$ cat config.mk
export PLATFORM = sky130hd
export DESIGN_NAME = topk_result_drain_flat
export DESIGN_NICKNAME = d
export VERILOG_FILES = /design/src/rtl/topk_result_drain_if.sv /design/src/rtl/topk_result_drain.sv /design/src/flat_wrapper.sv
export SDC_FILE = /design/constraint.sdc
export NUM_CORES = 1
export LEC_CHECK = 0
export BUFFER_PORTS_ARGS = -buffer_cell sky130_fd_sc_hd__buf_4
export CAP_MARGIN = 20
export CORE_MARGIN = 2
export CORE_UTILIZATION = 30
export CTS_CLUSTER_DIAMETER = 120
export DETAILED_ROUTE_END_ITERATION = 16
export PLACE_DENSITY_LB_ADDON = 0.3
export SYNTH_ARGS = -nofsm -noshare
export SYNTH_HDL_FRONTEND = slang
export SYNTH_SLANG_ARGS = --single-unit
$ cat constraint.sdc
create_clock -name clk_i -period 4.8 [get_ports clk_i]
set_input_delay 0 -clock clk_i [delete_from_list [all_inputs] [get_ports clk_i]]
set_output_delay 0 -clock clk_i [all_outputs]
set_load 0.01 [all_outputs]
$ cat src/rtl/topk_result_drain_if.sv
// Bus between the bitonic sorter output, the top-K drain and the result consumer.
// The slave modport is the drain; the master modport is the sorter/consumer side.
interface topk_result_drain_if #(
    parameter int DATAWIDTH  = 8,
    parameter int DATALENGTH = 8,
    parameter int K          = 4,
    parameter int FIFO_DEPTH = 2
);
    localparam int RANKW  = $clog2((K > 2) ? K : 2);
    localparam int LEVELW = $clog2(FIFO_DEPTH + 1);

    logic                 in_valid_i;
    logic                 in_sign_i;
    logic [DATAWIDTH-1:0] in_data_i [DATALENGTH-1:0];
    logic                 clear_i;
    logic                 out_valid_o;
    logic                 out_ready_i;
    logic [DATAWIDTH-1:0] out_data_o;
    logic [RANKW-1:0]     out_rank_o;
    logic                 out_last_o;
    logic [LEVELW-1:0]    level_o;
    logic                 overflow_o;

    modport slave (
        input  in_valid_i, in_sign_i, in_data_i, clear_i, out_ready_i,
        output out_valid_o, out_data_o, out_rank_o, out_last_o, level_o, overflow_o
    );

    modport master (
        output in_valid_i, in_sign_i, in_data_i, clear_i, out_ready_i,
        input  out_valid_o, out_data_o, out_rank_o, out_last_o, level_o, overflow_o
    );
endinterface

$ cat src/rtl/topk_result_drain.sv
// Buffers sorted vectors from the bitonic sorter and streams the K largest
// elements of each one, largest first, over a valid/ready interface.
module topk_result_drain #(
    parameter int DATAWIDTH  = 8,
    parameter int DATALENGTH = 8,
    parameter int K          = 4,
    parameter int FIFO_DEPTH = 2
) (
    input  logic                 clk_i,
    input  logic                 rstn_i,
    topk_result_drain_if.slave   bus
);
    localparam int RANKW  = $clog2((K > 2) ? K : 2);
    localparam int LEVELW = $clog2(FIFO_DEPTH + 1);
    localparam int PTRW   = (FIFO_DEPTH > 1) ? $clog2(FIFO_DEPTH) : 1;
    localparam int IDXW   = (DATALENGTH > 1) ? $clog2(DATALENGTH) : 1;

    typedef enum logic {
        IDLE,
        EMIT
    } state_t;

    state_t                                  state_q, state_d;
    logic [RANKW-1:0]                        rank_q, rank_d;
    logic [LEVELW-1:0]                       count_q, count_d;
    logic [PTRW-1:0]                         rdPtr_q, rdPtr_d;
    logic [PTRW-1:0]                         wrPtr_q, wrPtr_d;
    logic                                    overflow_q, overflow_d;
    logic [DATALENGTH-1:0][DATAWIDTH-1:0]    dataMem_q [FIFO_DEPTH];
    logic [FIFO_DEPTH-1:0]                   signMem_q;

    logic                                    outValid;
    logic                                    lastRank;
    logic                                    handshake;
    logic                                    pop;
    logic                                    full;
    logic                                    push;
    logic                                    drop;
    logic                                    headSign;
    logic [IDXW-1:0]                         rankIdx;
    logic [IDXW-1:0]                         headIdx;
    logic [DATALENGTH-1:0][DATAWIDTH-1:0]    headData;
    logic [DATALENGTH-1:0][DATAWIDTH-1:0]    inPacked;

    function automatic logic [PTRW-1:0] nextPtr(input logic [PTRW-1:0] p);
        if (p == PTRW'(FIFO_DEPTH - 1)) begin
            nextPtr = '0;
        end else begin
            nextPtr = p + 1'b1;
        end
    endfunction

    always_comb begin
        for (int i = 0; i < DATALENGTH; i++) begin
            inPacked[i] = bus.in_data_i[i];
        end
    end

    // A full FIFO still accepts a strobe when the head is popped in the same cycle.
    always_comb begin
        outValid  = (state_q == EMIT);
        lastRank  = (rank_q == RANKW'(K - 1));
        handshake = outValid && bus.out_ready_i;
        pop       = handshake && lastRank;
        full      = (count_q == LEVELW'(FIFO_DEPTH));
        push      = bus.in_valid_i && (!full || pop);
        drop      = bus.in_valid_i && full && !pop;
    end

    always_comb begin
        count_d = count_q;
        rdPtr_d = rdPtr_q;
        wrPtr_d = wrPtr_q;
        if (push) begin
            wrPtr_d = nextPtr(wrPtr_q);
        end
        if (pop) begin
            rdPtr_d = nextPtr(rdPtr_q);
        end
        if (push && !pop) begin
            count_d = count_q + 1'b1;
        end else if (pop && !push) begin
            count_d = count_q - 1'b1;
        end
    end

    always_comb begin
        overflow_d = overflow_q;
        if (drop) begin
            overflow_d = 1'b1;
        end else if (bus.clear_i) begin
            overflow_d = 1'b0;
        end
    end

    // Staying in EMIT after a pop lets the next vector follow with no bubble.
    always_comb begin
        state_d = state_q;
        rank_d  = rank_q;
        case (state_q)
            IDLE: begin
                if (count_q != '0) begin
                    state_d = EMIT;
                    rank_d  = '0;
                end
            end
            EMIT: begin
                if (handshake) begin
                    if (lastRank) begin
                        rank_d = '0;
                        if (count_d == '0) begin
                            state_d = IDLE;
                        end
                    end else begin
                        rank_d = rank_q + 1'b1;
                    end
                end
            end
            default: begin
                state_d = IDLE;
                rank_d  = '0;
            end
        endcase
    end

    // Descending vectors hold the maximum at index 0, ascending ones at the top.
    always_comb begin
        headSign = signMem_q[rdPtr_q];
        headData = dataMem_q[rdPtr_q];
        rankIdx  = IDXW'(rank_q);
        headIdx  = headSign ? rankIdx : (IDXW'(DATALENGTH - 1) - rankIdx);
    end

    always_ff @(posedge clk_i or negedge rstn_i) begin
        if (!rstn_i) begin
            state_q    <= IDLE;
            rank_q     <= '0;
            count_q    <= '0;
            rdPtr_q    <= '0;
            wrPtr_q    <= '0;
            overflow_q <= 1'b0;
        end else begin
            state_q    <= state_d;
            rank_q     <= rank_d;
            count_q    <= count_d;
            rdPtr_q    <= rdPtr_d;
            wrPtr_q    <= wrPtr_d;
            overflow_q <= overflow_d;
        end
    end

    always_ff @(posedge clk_i or negedge rstn_i) begin
        if (!rstn_i) begin
            for (int i = 0; i < FIFO_DEPTH; i++) begin
                dataMem_q[i] <= '0;
            end
            signMem_q <= '0;
        end else if (push) begin
            dataMem_q[wrPtr_q] <= inPacked;
            signMem_q[wrPtr_q] <= bus.in_sign_i;
        end
    end

    assign bus.out_valid_o = outValid;
    assign bus.out_data_o  = outValid ? headData[headIdx] : '0;
    assign bus.out_rank_o  = outValid ? rank_q : '0;
    assign bus.out_last_o  = outValid && lastRank;
    assign bus.level_o     = count_q;
    assign bus.overflow_o  = overflow_q;
endmodule

$ cat src/flat_wrapper.sv
// flat-port wrapper written by rule: the top's interface ports become plain ports
module topk_result_drain_flat 
#(
    parameter int DATAWIDTH  = 8,
    parameter int DATALENGTH = 8,
    parameter int K          = 4,
    parameter int FIFO_DEPTH = 2
)
  (clk_i, rstn_i, bus_in_valid_i, bus_in_sign_i, bus_in_data_i, bus_clear_i, bus_out_ready_i, bus_out_valid_o, bus_out_data_o, bus_out_rank_o, bus_out_last_o, bus_level_o, bus_overflow_o);
  topk_result_drain_if #(.DATAWIDTH(DATAWIDTH), .DATALENGTH(DATALENGTH), .K(K), .FIFO_DEPTH(FIFO_DEPTH)) bus_i ();
  input  logic clk_i;
  input  logic rstn_i;
  input wire logic [$bits(bus_i.in_valid_i)-1:0] bus_in_valid_i;
  input wire logic [$bits(bus_i.in_sign_i)-1:0] bus_in_sign_i;
  input wire logic [$bits(bus_i.in_data_i)-1:0] bus_in_data_i;
  input wire logic [$bits(bus_i.clear_i)-1:0] bus_clear_i;
  input wire logic [$bits(bus_i.out_ready_i)-1:0] bus_out_ready_i;
  output wire logic [$bits(bus_i.out_valid_o)-1:0] bus_out_valid_o;
  output wire logic [$bits(bus_i.out_data_o)-1:0] bus_out_data_o;
  output wire logic [$bits(bus_i.out_rank_o)-1:0] bus_out_rank_o;
  output wire logic [$bits(bus_i.out_last_o)-1:0] bus_out_last_o;
  output wire logic [$bits(bus_i.level_o)-1:0] bus_level_o;
  output wire logic [$bits(bus_i.overflow_o)-1:0] bus_overflow_o;
  assign bus_i.in_valid_i = bus_in_valid_i;
  assign bus_i.in_sign_i = bus_in_sign_i;
  assign bus_i.in_data_i = {>>{bus_in_data_i}};
  assign bus_i.clear_i = bus_clear_i;
  assign bus_i.out_ready_i = bus_out_ready_i;
  assign bus_out_valid_o = bus_i.out_valid_o;
  assign bus_out_data_o = bus_i.out_data_o;
  assign bus_out_rank_o = bus_i.out_rank_o;
  assign bus_out_last_o = bus_i.out_last_o;
  assign bus_level_o = bus_i.level_o;
  assign bus_overflow_o = bus_i.overflow_o;
  topk_result_drain #(.DATAWIDTH(DATAWIDTH), .DATALENGTH(DATALENGTH), .K(K), .FIFO_DEPTH(FIFO_DEPTH)) u_core (.clk_i(clk_i), .rstn_i(rstn_i), .bus(bus_i));
endmodule
==> flow_summary_export.csv <==
group,metric,value,unit
outcome,outcome,"finished clean",
clock_network,clk_latency,0.42,ns
timing,setup_violations,0,
worst_setup_path,crit_slowest_cell,"dfrtp_1",
layout,area_delta_synth_final,32.20,%
clock_network,cts_tree,"yes",
synthesis,synth.avg_cell_area,16.05,um2
routing,dr.pass1.iters,5,
timing,drv_slew,0,
timing,finalHoldViolations,0,
clock_network,cts_resized,0,
routing,drt_wl_total,14.97,mm
worst_setup_path,crit_chain,"nand2b_1, a21boi_1, a211oi_1, buf_4",
timing,period_share,56.31,%
routing,route.detailed.drc,0,
timing,fmax,0.3700,GHz
floorplanning,row_count,54,
timing,clock_skew,0.007856,ns
worst_setup_path,worst-path-max-fanout,13,
worst_setup_path,critPathKind,"reg2out",
synthesis,synth-seq-cells,138,
global_route,grt_max_degree,94,
routing,post_drt_wl_per_cell,17.53,um
clock_network,cts_setup_buffers,0,
placed_design,port_buffers,84,
synthesis,yosysWarningCount,0,
power_and_ir_drop,max-vdd-ir-drop,0.2877,mV
synthesis,synth_top_area_share,52.49,%
synthesis,synth_cell_types,36,
layout,num_antenna_cells,0,
synthesis,syn_nets,483,
global_route,grt_pass1_wl,24.98,mm
worst_setup_path,crit_family,"compound AO/OA/AOI/OAI gates",
worst_setup_path,start_kind,"register",
worst_setup_path,cpPeakStageDelay,0.72,ns
worst_setup_path,startpoint,"u_core.rdPtr_q",
routing,vias_per_cell,4.678,
clock_network,cts_buffers,17,
clock_network,clockBufferDepth,2,
global_route,grt_pass1_vias,4553,
synthesis,ys_seq_area_share,52.49,%
power_and_ir_drop,static-leakage-power,3.842,nW
floorplanning,core,0.02169,mm2
layout,drive_above_1_share,42.86,%
worst_setup_path,crit-reg2reg-launch,"u_core.bus.out_valid_o",
routing,via_count,3995,
floorplanning,dieArea,0.02313,mm2
timing,fin_crit,2.703,ns
synthesis,yosys-top-cells-area,"dfrtp_1, mux2_4, mux2_1, mux4_2, mux2_2",
placed_design,gp_congestion,0.7467,
routing,ant_nets,0,
worst_setup_path,crit_buf_inv,1,
worst_setup_path,crit_cells,4,
worst_setup_path,timing.reg2reg.setup_slack,2.18,ns
clock_network,clock-root-buffer,"clkbuf_16",
synthesis,netlist_area,0.006579,mm2
global_route,grt_antenna_before_repair,0,
synthesis,syn_inst,410,
clock_network,path_clk_slew,0.06,ns
floorplanning,io_pins,85,
timing,fin_tns_setup,0,ns
worst_setup_path,cp.required,4.80,ns
power_and_ir_drop,power_density,684.7,mW/mm2
worst_setup_path,r2r_end,"u_core.dataMem_q[90]",
timing,rsz0062_at_grt,"false",
placed_design,hpwl,9.856,mm
global_route,grt_overflow,0,
layout,fin_nets,634,
min_path,hold_path.class,"in2async",
routing,drtIter0Drc,226,
floorplanning,die_height,152.1,um
floorplanning,die_w,152.1,um
global_route,grt_use_total,13.77,%
run,drv_cap,0,
timing,hold_ws,0.2513,ns
timing,max_slew_margin,39.29,%
timing,worst_pin_slew,0.9107,ns
floorplanning,start_util,30.33,%
synthesis,yosys.area.top_type,"dfrtp_1",
clock_network,htreeDepth,4,
worst_setup_path,critPathCaptureType,"output port",
worst_setup_path,r2r_cells,4,
worst_setup_path,arrival,2.70,ns
clock_network,clkSinkCount,138,
clock_network,cts_hold_repair.buffers,69,
==> per-stage QoR <==
step	power (W)	area, um2	worst slack [ns]	util [%]	std cells
4_1_cts	0.006039	8697	2.000	40.10	854
2_1_floorplan	0.003938	6579	3.024	-	410
5_1_grt	0.006343	8697	1.907	40.10	854
3_5_place_dp	0.004705	7431	2.150	34.26	753
3_3_place_gp	0.004634	7431	2.190	34.26	753
6_report	0.005955	8697	2.097	40.10	854
==> metal layers <==
layer / up-vias / share of wire [%] / global-route usage (%)
met4: 0 / 0.70 / 3.204
met2: 102 / 47 / 21.77
li1: 1833 / - / -
met5: - / 0 / 0
met3: 9 / 4.4 / 3.879
met1: 2051 / 48 / 18.86
==> state kept, by name, summed over array words and instances, names as in the netlist <==
register and flops:
u_core.dataMem_q 128, u_core.bus.level_o 2, u_core.rank_q 2, u_core.signMem_q 2, u_core.bus.out_valid_o 1, u_core.bus.overflow_o 1
u_core.rdPtr_q 1, u_core.wrPtr_q 1
==> cell usage after synthesis <==
cell / count
mux2_4: 50
nand4b_1: 1
o211ai_2: 1
o31ai_1: 2
a211oi_2: 1
mux2_2: 47
ha_1: 3
nand3b_1: 2
o221ai_1: 8
nand3_1: 1
dfrtp_1: 138
buf_4: 5
buf_6: 10
and2_1: 3
nor2b_1: 1
mux2i_1: 10
xnor2_1: 3
and3_1: 1
a21boi_0: 1
a221o_1: 1
a211oi_1: 8
o21ai_0: 2
o32ai_1: 1
clkbuf_1: 2
buf_1: 2
inv_1: 6
mux4_2: 24
mux2_1: 50
a21boi_1: 1
a31oi_1: 1
nand2_1: 3
nor2_1: 10
nand2b_1: 1
a21oi_1: 2
buf_2: 7
nand3_2: 1
==> worst max-delay path by stage <==
stage / endpoint
2_1_floorplan: u_core.dataMem_q[12]
3_3_place_gp: u_core.dataMem_q[100]
3_5_place_dp: u_core.dataMem_q[106]
4_1_cts: bus_out_data_o[7]
5_1_grt: bus_out_data_o[6]
6_report: bus_out_data_o[0]
==> cell families after synthesis <==
logic type | count (synthesis) | share of synthesized area, %
xor+xnor | 3 | 0.3995
fa+ha+maj | 3 | 0.5706
flops | 138 | 52.49
compound gates | 29 | 3.500
simple gates | 24 | 1.902
buf+inv | 32 | 3.385
mux | 181 | 37.75
==> worst register-to-register path, delay by kind of cell, from the launching register on <==
kind                   cells  cell delay (ns)
AOI/OAI and AO/OA          1             0.28
buffers and inverters      1             0.75
muxes                      1             0.43
DFF                        1             0.78
and+or+nand+nor            1             0.27
==> report_power, final <==
group / switching [W] / internal (W)
clock: 0.000495 / 0.000763
sequential: 0.000352 / 0.00177
combinational: 0.00107 / 0.00151
total: 0.00192 / 0.00404
==> layout make-up <==
class | count | area, um2
fillers | 2020 | 12990
flip-flops and latches | 138 | 3455
multi-input cells | 240 | 2919
repair buffers | 158 | 1375
clock buffers | 21 | 480.5
well taps | 280 | 350.3
clock inverters | 11 | 95.09
inverters | 6 | 22.52
==> layout by cell type (no fill, tap or decap), types with 8 or more instances in the layout <==
master and n:
a211oi_1 8, buf_4 87, clkbuf_16 17, dfrtp_1 137, dlygate4sd3_1 69, mux2_1 50
mux2_2 47, mux2_4 50, mux2i_1 10, mux4_2 24, nor2_1 10, o221ai_1 8
Note: power is estimated with default switching activity, not from simulation.
